**config.mk**
```make
export PLATFORM = sky130hd
export DESIGN_NAME = alu_pipe
export DESIGN_NICKNAME = d
export VERILOG_FILES = /design/src/rtl/alu_pkg.sv /design/src/rtl/alu_core.sv /design/src/rtl/alu_pipe.sv
export SDC_FILE = /design/constraint.sdc
export NUM_CORES = 1
export LEC_CHECK = 0
export CAP_MARGIN = 40
export CORE_MARGIN = 3
export CORE_UTILIZATION = 49
export CTS_BUF_LIST = sky130_fd_sc_hd__clkbuf_4 sky130_fd_sc_hd__clkbuf_8
export CTS_CLUSTER_SIZE = 25
export DETAILED_ROUTE_END_ITERATION = 12
export PLACE_DENSITY = 0.8
export SETUP_SLACK_MARGIN = 0.02
export SLEW_MARGIN = 10
export SYNTH_ARGS = -nofsm -noshare
export SYNTH_HDL_FRONTEND = slang
export SYNTH_HIERARCHICAL = 1
export SYNTH_SLANG_ARGS = --single-unit
```
**constraint.sdc**
```tcl
create_clock -name clk -period 3.7 [get_ports clk]
set_input_delay 0.74 -clock clk [delete_from_list [all_inputs] [get_ports clk]]
set_output_delay 0.74 -clock clk [all_outputs]
set_load 0.05 [all_outputs]
```
**src/rtl/alu_pkg.sv**
```systemverilog
// Shared types and Hack function encodings for the pipelined ALU.
package alu_pkg;

  typedef struct packed {
    logic zx;
    logic nx;
    logic zy;
    logic ny;
    logic f;
    logic no;
  } alu_ctrl_t;

  localparam alu_ctrl_t ALU_ZERO  = 6'b101010;
  localparam alu_ctrl_t ALU_ONE   = 6'b111111;
  localparam alu_ctrl_t ALU_NEG1  = 6'b111010;
  localparam alu_ctrl_t ALU_X     = 6'b001100;
  localparam alu_ctrl_t ALU_Y     = 6'b110000;
  localparam alu_ctrl_t ALU_NOTX  = 6'b001101;
  localparam alu_ctrl_t ALU_NOTY  = 6'b110001;
  localparam alu_ctrl_t ALU_NEGX  = 6'b001111;
  localparam alu_ctrl_t ALU_NEGY  = 6'b110011;
  localparam alu_ctrl_t ALU_XP1   = 6'b011111;
  localparam alu_ctrl_t ALU_YP1   = 6'b110111;
  localparam alu_ctrl_t ALU_XM1   = 6'b001110;
  localparam alu_ctrl_t ALU_YM1   = 6'b110010;
  localparam alu_ctrl_t ALU_XPY   = 6'b000010;
  localparam alu_ctrl_t ALU_XMY   = 6'b010011;
  localparam alu_ctrl_t ALU_YMX   = 6'b000111;
  localparam alu_ctrl_t ALU_XANDY = 6'b000000;
  localparam alu_ctrl_t ALU_XORY  = 6'b010101;

endpackage

```
**src/rtl/alu_core.sv**
```systemverilog
// Combinational back half of the Hack ALU: add/and, optional inversion, flags.
module alu_core #(
  parameter int WIDTH = 16
) (
  input  logic [WIDTH-1:0] xp_i,
  input  logic [WIDTH-1:0] yp_i,
  input  logic             f_i,
  input  logic             no_i,
  output logic [WIDTH-1:0] out_o,
  output logic             zr_o,
  output logic             ng_o,
  output logic             co_o,
  output logic             ov_o
);

  logic [WIDTH:0]   sum;
  logic [WIDTH-1:0] r;

  always_comb begin
    sum   = {1'b0, xp_i} + {1'b0, yp_i};
    r     = f_i ? sum[WIDTH-1:0] : (xp_i & yp_i);
    out_o = no_i ? ~r : r;
    zr_o  = (out_o == '0);
    ng_o  = out_o[WIDTH-1];
    // Adder flags ignore the output inversion and mean nothing for AND.
    co_o  = f_i & sum[WIDTH];
    ov_o  = f_i & (xp_i[WIDTH-1] == yp_i[WIDTH-1]) & (sum[WIDTH-1] != xp_i[WIDTH-1]);
  end

endmodule

```
**src/rtl/alu_pipe.sv**
```systemverilog
// Two-stage valid/ready Hack ALU: stage 1 conditions operands, stage 2 holds results.
module alu_pipe
  import alu_pkg::*;
#(
  parameter int WIDTH = 16
) (
  input  logic             clk,
  input  logic             rst_n,
  input  logic             in_valid,
  output logic             in_ready,
  input  logic [WIDTH-1:0] x,
  input  logic [WIDTH-1:0] y,
  input  alu_ctrl_t        ctrl,
  output logic             out_valid,
  input  logic             out_ready,
  output logic [WIDTH-1:0] out,
  output logic             zr,
  output logic             ng,
  output logic             co,
  output logic             ov
);

  logic             s1_valid_q, s1_valid_d;
  logic             s2_valid_q, s2_valid_d;
  logic [WIDTH-1:0] xp_q, yp_q, xp_d, yp_d;
  logic             f_q, no_q;
  logic [WIDTH-1:0] out_q, core_out;
  logic             zr_q, ng_q, co_q, ov_q;
  logic             core_zr, core_ng, core_co, core_ov;
  logic             accept, s2_adv;

  // Stage 2 takes a new beat when empty or when its current beat drains.
  assign s2_adv   = s1_valid_q && (!s2_valid_q || out_ready);
  assign in_ready = !s1_valid_q || s2_adv;
  assign accept   = in_valid && in_ready;

  always_comb begin
    xp_d = ctrl.zx ? '0 : x;
    xp_d = ctrl.nx ? ~xp_d : xp_d;
    yp_d = ctrl.zy ? '0 : y;
    yp_d = ctrl.ny ? ~yp_d : yp_d;

    s1_valid_d = s1_valid_q;
    if (accept)      s1_valid_d = 1'b1;
    else if (s2_adv) s1_valid_d = 1'b0;

    s2_valid_d = s2_valid_q;
    if (s2_adv)         s2_valid_d = 1'b1;
    else if (out_ready) s2_valid_d = 1'b0;
  end

  alu_core #(.WIDTH(WIDTH)) u_core (
    .xp_i (xp_q),
    .yp_i (yp_q),
    .f_i  (f_q),
    .no_i (no_q),
    .out_o(core_out),
    .zr_o (core_zr),
    .ng_o (core_ng),
    .co_o (core_co),
    .ov_o (core_ov)
  );

  always_ff @(posedge clk or negedge rst_n) begin
    if (!rst_n) begin
      s1_valid_q <= 1'b0;
      xp_q       <= '0;
      yp_q       <= '0;
      f_q        <= 1'b0;
      no_q       <= 1'b0;
    end else begin
      s1_valid_q <= s1_valid_d;
      if (accept) begin
        xp_q <= xp_d;
        yp_q <= yp_d;
        f_q  <= ctrl.f;
        no_q <= ctrl.no;
      end
    end
  end

  always_ff @(posedge clk or negedge rst_n) begin
    if (!rst_n) begin
      s2_valid_q <= 1'b0;
      out_q      <= '0;
      zr_q       <= 1'b0;
      ng_q       <= 1'b0;
      co_q       <= 1'b0;
      ov_q       <= 1'b0;
    end else begin
      s2_valid_q <= s2_valid_d;
      if (s2_adv) begin
        out_q <= core_out;
        zr_q  <= core_zr;
        ng_q  <= core_ng;
        co_q  <= core_co;
        ov_q  <= core_ov;
      end
    end
  end

  assign out_valid = s2_valid_q;
  assign out       = out_q;
  assign zr        = zr_q;
  assign ng        = ng_q;
  assign co        = co_q;
  assign ov        = ov_q;

endmodule

```
# Word level (Yosys, flattened, before mapping)
# Cells that the tools add are included.
# classes
n_addsub,1
n_eq_ne,2
n_mux,10
n_bitwise,7
n_reduce_logical,9
# ops
op,n
2-to-1 mux 16 bit,6
inverter 16 bit,3
adder 16 x 16 -> 17 bit,1
bitwise AND 16 bit,1
zero test 16 bit,1
2-to-1 mux 1 bit,4
nonzero test 2 bit,2
bitwise AND 1 bit,3
logical AND 1 bit,2
zero test 1 bit,2
logical OR 1 bit,2
equality test 1 bit,1
inequality test 1 bit,1
# totals
regBits,56
inputBits,42
output_inout_bits,22
elab_cells,40

# Longest topological paths before layout
# depth
depth_word,6
mapped_depth,11
ltp_nobuf,11

# Modules after synthesis
# Netlist, hierarchy kept.
# modules_own_cells
module,n_inst,cells_each,area_per_inst_um2,seq_area_each_um2
alu_pipe,1,231,2647.5,1401.3
alu_core,1,181,1342.5,0.0

# Worst setup path before layout
# OpenSTA, ideal clock, no wires.
# synth_timing
kind,reg-to-reg
startpoint,register xp_q[0]
endpoint,"register zr_q, in the netlist zr"
setup_ps,67
arrival_time_ps,3004
t_required_ps,3633
path_slack_ps,629
stages_incl_launch_ff,12
period_less_slack_ps,3071
cell_sequence,dfrtp_1 > ha_1 > fa_1 > a211oi_2 > nor2_1 > nor3_1 > a21oi_2 > xnor2_1 > or4_1 > or4_1 > nor4_2 > mux2_2
# synth_via
elab_chain_cells,5
word_cells_on_any_way,6
classes_between,add/sub (1); mux (2); bitwise (2); reduce/logical (1)
# synth_lines
element,line_no,source
start: declaration,alu_pipe.sv:25,"logic [WIDTH-1:0] xp_q, yp_q, xp_d, yp_d;"
start signal: assignment,alu_pipe.sv:74,xp_q <= xp_d;
adder 16 x 16 -> 17 bit *,alu_core.sv:20,"sum = {1'b0, xp_i} + {1'b0, yp_i};"
2-to-1 mux 16 bit *,alu_core.sv:21,r = f_i ? sum[WIDTH-1:0] : (xp_i & yp_i);
inverter 16 bit,alu_core.sv:22,out_o = no_i ? ~r : r;
2-to-1 mux 16 bit *,alu_core.sv:22,
named net core_out[4],alu_pipe.sv:27,"logic [WIDTH-1:0] out_q, core_out;"
zero test 16 bit *,alu_core.sv:23,zr_o = (out_o == '0);
named net core_zr,alu_pipe.sv:29,"logic core_zr, core_ng, core_co, core_ov;"
end signal: assignment,alu_pipe.sv:94,zr_q <= core_zr;
end: declaration,alu_pipe.sv:28,"logic zr_q, ng_q, co_q, ov_q;"
# Mark *: on every way through the listed nets, which the timed path passes. The rest lies on a longest branch.
# A chain may end at the register's enable or synchronous reset.

# Worst setup path in the final report
# Ends and elaborated chain as after synthesis.

==> flow_metrics.py <==
metrics = {
    "outcome": {
        "status": "finished, final reports clean",
    },
    "worst_setup_path": {
        "cpPeakStageDelay_ns": 0.51,
        "rr_endpoint": "zr$_DFFE_PN0P_",
        "slowest_stage": "or4_1",
        "path_delay_family": "simple AND/OR/NAND/NOR gates",
        "crit_buf_inv": 0,
        "required_ns": 3.95,
        "crit_fanout": 4,
        "rrSetupSlack_ns": 0.40,
        "crit_chain": "ha_1, fa_1, a211oi_2, nor2_1, nor3_1, a21oi_2, xnor2_1, or4_1, or4_1, nor4_2, mux2_2",
        "startpoint_type": "flip-flop",
        "critPathCaptureType": "flip-flop",
        "path_class": "reg2reg",
        "timing.rr.start": "xp_q[0]$_DFFE_PN0P_",
        "worstPathArrival_ns": 3.54,
        "reg2reg_depth": 11,
        "timing.critical_path.mode_cell": "or4_1",
    },
    "die": {
        "die_y_um": 96.2,
        "dieArea_um2": 9260,
        "die_x_um": 96.2,
        "ios": 64,
        "core_um2": 7810,
        "num_rows": 32,
        "start_util": 0.511,
    },
    "placement": {
        "dp.cells": 556,
        "port_buffers": 63,
        "hpwl_um": 6430,
        "gp_congestion": 0.893,
    },
    "timing": {
        "hold_viol": 0,
        "worstMarginPinSlew_ns": 0.827,
        "slew_viol_final": 0,
        "min_period_ns": 3.30,
        "fin_hold_ws_ns": 0.397,
        "relSlewSlack": 0.447,
        "period_share": 0.891,
        "rsz0062_at_grt": "false",
        "fmax_mhz": 303,
        "setup_violations": 0,
        "fin_skew_ns": 0.0131,
        "final.setup.tns_ns": 0,
    },
    "routing": {
        "routed_wl_um": 8320,
        "detail-route-antenna-nets": 0,
        "dr.pass1.iters": 4,
        "viasPerCell": 5.51,
        "drcViolationCount": 0,
        "met3WireLength_um": 453,
        "drt-initial-drc-count": 205,
        "vias": 3108,
        "wl_met2_um": 3800,
        "top_layer_used": "met4",
        "wl_met1_um": 4010,
        "avgRoutedWirePerCell_um": 14.7,
    },
    "clocking": {
        "tritoncts": "built",
        "cts_buffer_depth": 2,
        "insertion_delay_ns": 0.31,
        "cts.clk_slew.worst_paths_ns": 0.10,
        "cts_made_buffers": 5,
        "root_buffer": "clkbuf_8",
        "postCtsSetupBuffers": 0,
        "htree_levels": 2,
        "cts_hold_buf": 0,
        "clock-sinks": 56,
        "cts_resized": 0,
    },
    "synth": {
        "synth_top_area_cell": "dfrtp_1",
        "synth_cell_types": 57,
        "syn_nets": 471,
        "synth_flop_cell": "dfrtp_1",
        "synth_edf_count": 0,
        "yosys_warnings": 6,
        "yosys.area.top_type_share": 0.351,
        "syn_area_per_cell_um2": 9.68,
        "synthCells": 412,
        "ys_seq_elements": 56,
        "yosysMostFrequentCell": "a21oi_1",
        "synth_seq_area_share": 0.351,
        "synth_area_um2": 3990,
        "ys_async_sr_fraction": 1.00,
        "synthTopCellsByCount": "a21oi_1 (76), dfrtp_1 (56), xnor2_1 (44)",
        "synth_area_leaders": "dfrtp_1 (35%), xnor2_1 (9.7%), a21oi_1 (9.5%)",
    },
    "global_route": {
        "overflow": 0,
        "grt_pass1_wl_um": 13800,
        "grt_pass1_vias": 2925,
        "grt_max_degree": 35,
        "antenna_found_initial": 0,
        "grt_util_all_layers": 0.188,
    },
    "flow_run": {
        "max_cap_viol_count": 0,
    },
    "power_and_ir_drop": {
        "p_sw_frac": 0.444,
        "p_clk_frac": 0.122,
        "power_per_cell_area_nw_per_um2": 612,
        "share_seq_of_total_power": 0.301,
        "switching_power_mw": 1.29,
        "power.share.combinational": 0.578,
        "ir_worst_vdd_uv": 204,
        "p_leak_nw": 1.91,
        "intPower_mw": 1.62,
    },
    "cells_and_area": {
        "final_cells": 564,
        "diodes": 0,
        "final_nets": 520,
        "drive_gt1_frac": 0.106,
        "area_growth_pct": 19.1,
        "fillers": 701,
    },
    "worst_hold_path": {
        "worst_hold_path_type": "in2async",
    },
}
==> cell usage in the layout, fill, tap and decap left out, drive strengths merged, types with 3 or more instances in the layout <==
cell and instances:
and3 3, a211oi 9, ha 16, and2b 12
xor2 9, o2111ai 3, a21o 5, a21oi 78
nor2 9, nor4b 3, nor4 3, o21ai 13
nor3b 3, mux2i 8, nand2b 3, clkbuf 6
nand3 3, nand3b 5, mux2 23, nor3 9
buf 8, clkdlybuf4s50 62, or3 3, and4 3
nand2 3, inv 12, nor2b 21, xnor2 44
dfrtp 56
==> cell families after synthesis <==
family,share of synthesized area
AOI/OAI and AO/OA,0.185
xor gates and xnor gates,0.116
adders and majority gates,0.0552
buffers and inverters,0.0521
DFF,0.351
muxes,0.0869
and+or+nand+nor,0.153
==> through the flow <==
step	instance area (um^2)	setup slack (ns)	power [mW]	utilization
after floorplan	3990	0.629	2.10	-
after global placement	4610	0.446	2.51	0.591
after detailed placement	4660	0.459	2.56	0.596
after CTS	4750	0.409	2.92	0.609
after global routing	4750	0.134	3.09	0.609
final	4750	0.404	2.91	0.609
==> power groups by stage <==
stage	clock network, mW	registers [mW]	logic [mW]
global route	0.381	0.893	1.82
floorplan	0	1.23	0.869
detailed placement	0	0.888	1.67
global placement	0	0.889	1.62
CTS	0.364	0.875	1.68
finish	0.354	0.874	1.68
==> layer usage <==
metal | vias up | global-route usage
li1 | 1567 | -
met1 | 1433 | 0.267
met2 | 100 | 0.303
met3 | 8 | 0.0344
met4 | 0 | 0.0344
met5 | - | 0
==> layout make-up <==
class / instances / area (um^2) / share of cell area
repair buffers: 70 / 706 / 0.148
well taps: 102 / 128 / 0.0268
inverters: 11 / 41.3 / 0.00869
clock inverters: 2 / 13.8 / 0.00290
clock buffers: 6 / 82.6 / 0.0174
flip-flops and latches: 56 / 1400 / 0.295
multi-input cells: 317 / 2380 / 0.501
==> worst register-to-register path, delay by kind of cell, from the launching register on <==
family                     cells  cell delay [ns]
xor gates and xnor gates       1             0.14
adders and majority gates      2             0.69
AOI/OAI and AO/OA              2             0.33
DFF                            1             0.40
muxes                          1             0.17
and+or+nand+nor                5             1.50
==> sequential cells by signal (all words and copies together), names as in the netlist <==
signal / flops
co: 1
f_q: 1
ng: 1
no_q: 1
out: 16
out_valid: 1
ov: 1
s1_valid_q: 1
xp_q: 16
yp_q: 16
zr: 1
==> how the worst max path moves through the flow <==
| stage | startpoint | end | cells after the start |
|---|---|---|---|
| after global placement | xp_q[0]$_DFFE_PN0P_ | zr$_DFFE_PN0P_ | 11 |
| after detailed placement | xp_q[0]$_DFFE_PN0P_ | zr$_DFFE_PN0P_ | 11 |
| after CTS | xp_q[0]$_DFFE_PN0P_ | zr$_DFFE_PN0P_ | 11 |
| after floorplan | xp_q[0]$_DFFE_PN0P_ | zr$_DFFE_PN0P_ | 11 |
| final | xp_q[0]$_DFFE_PN0P_ | zr$_DFFE_PN0P_ | 11 |
| after global routing | xp_q[0]$_DFFE_PN0P_ | zr$_DFFE_PN0P_ | 11 |
Note: power is estimated with default switching activity, not from simulation.
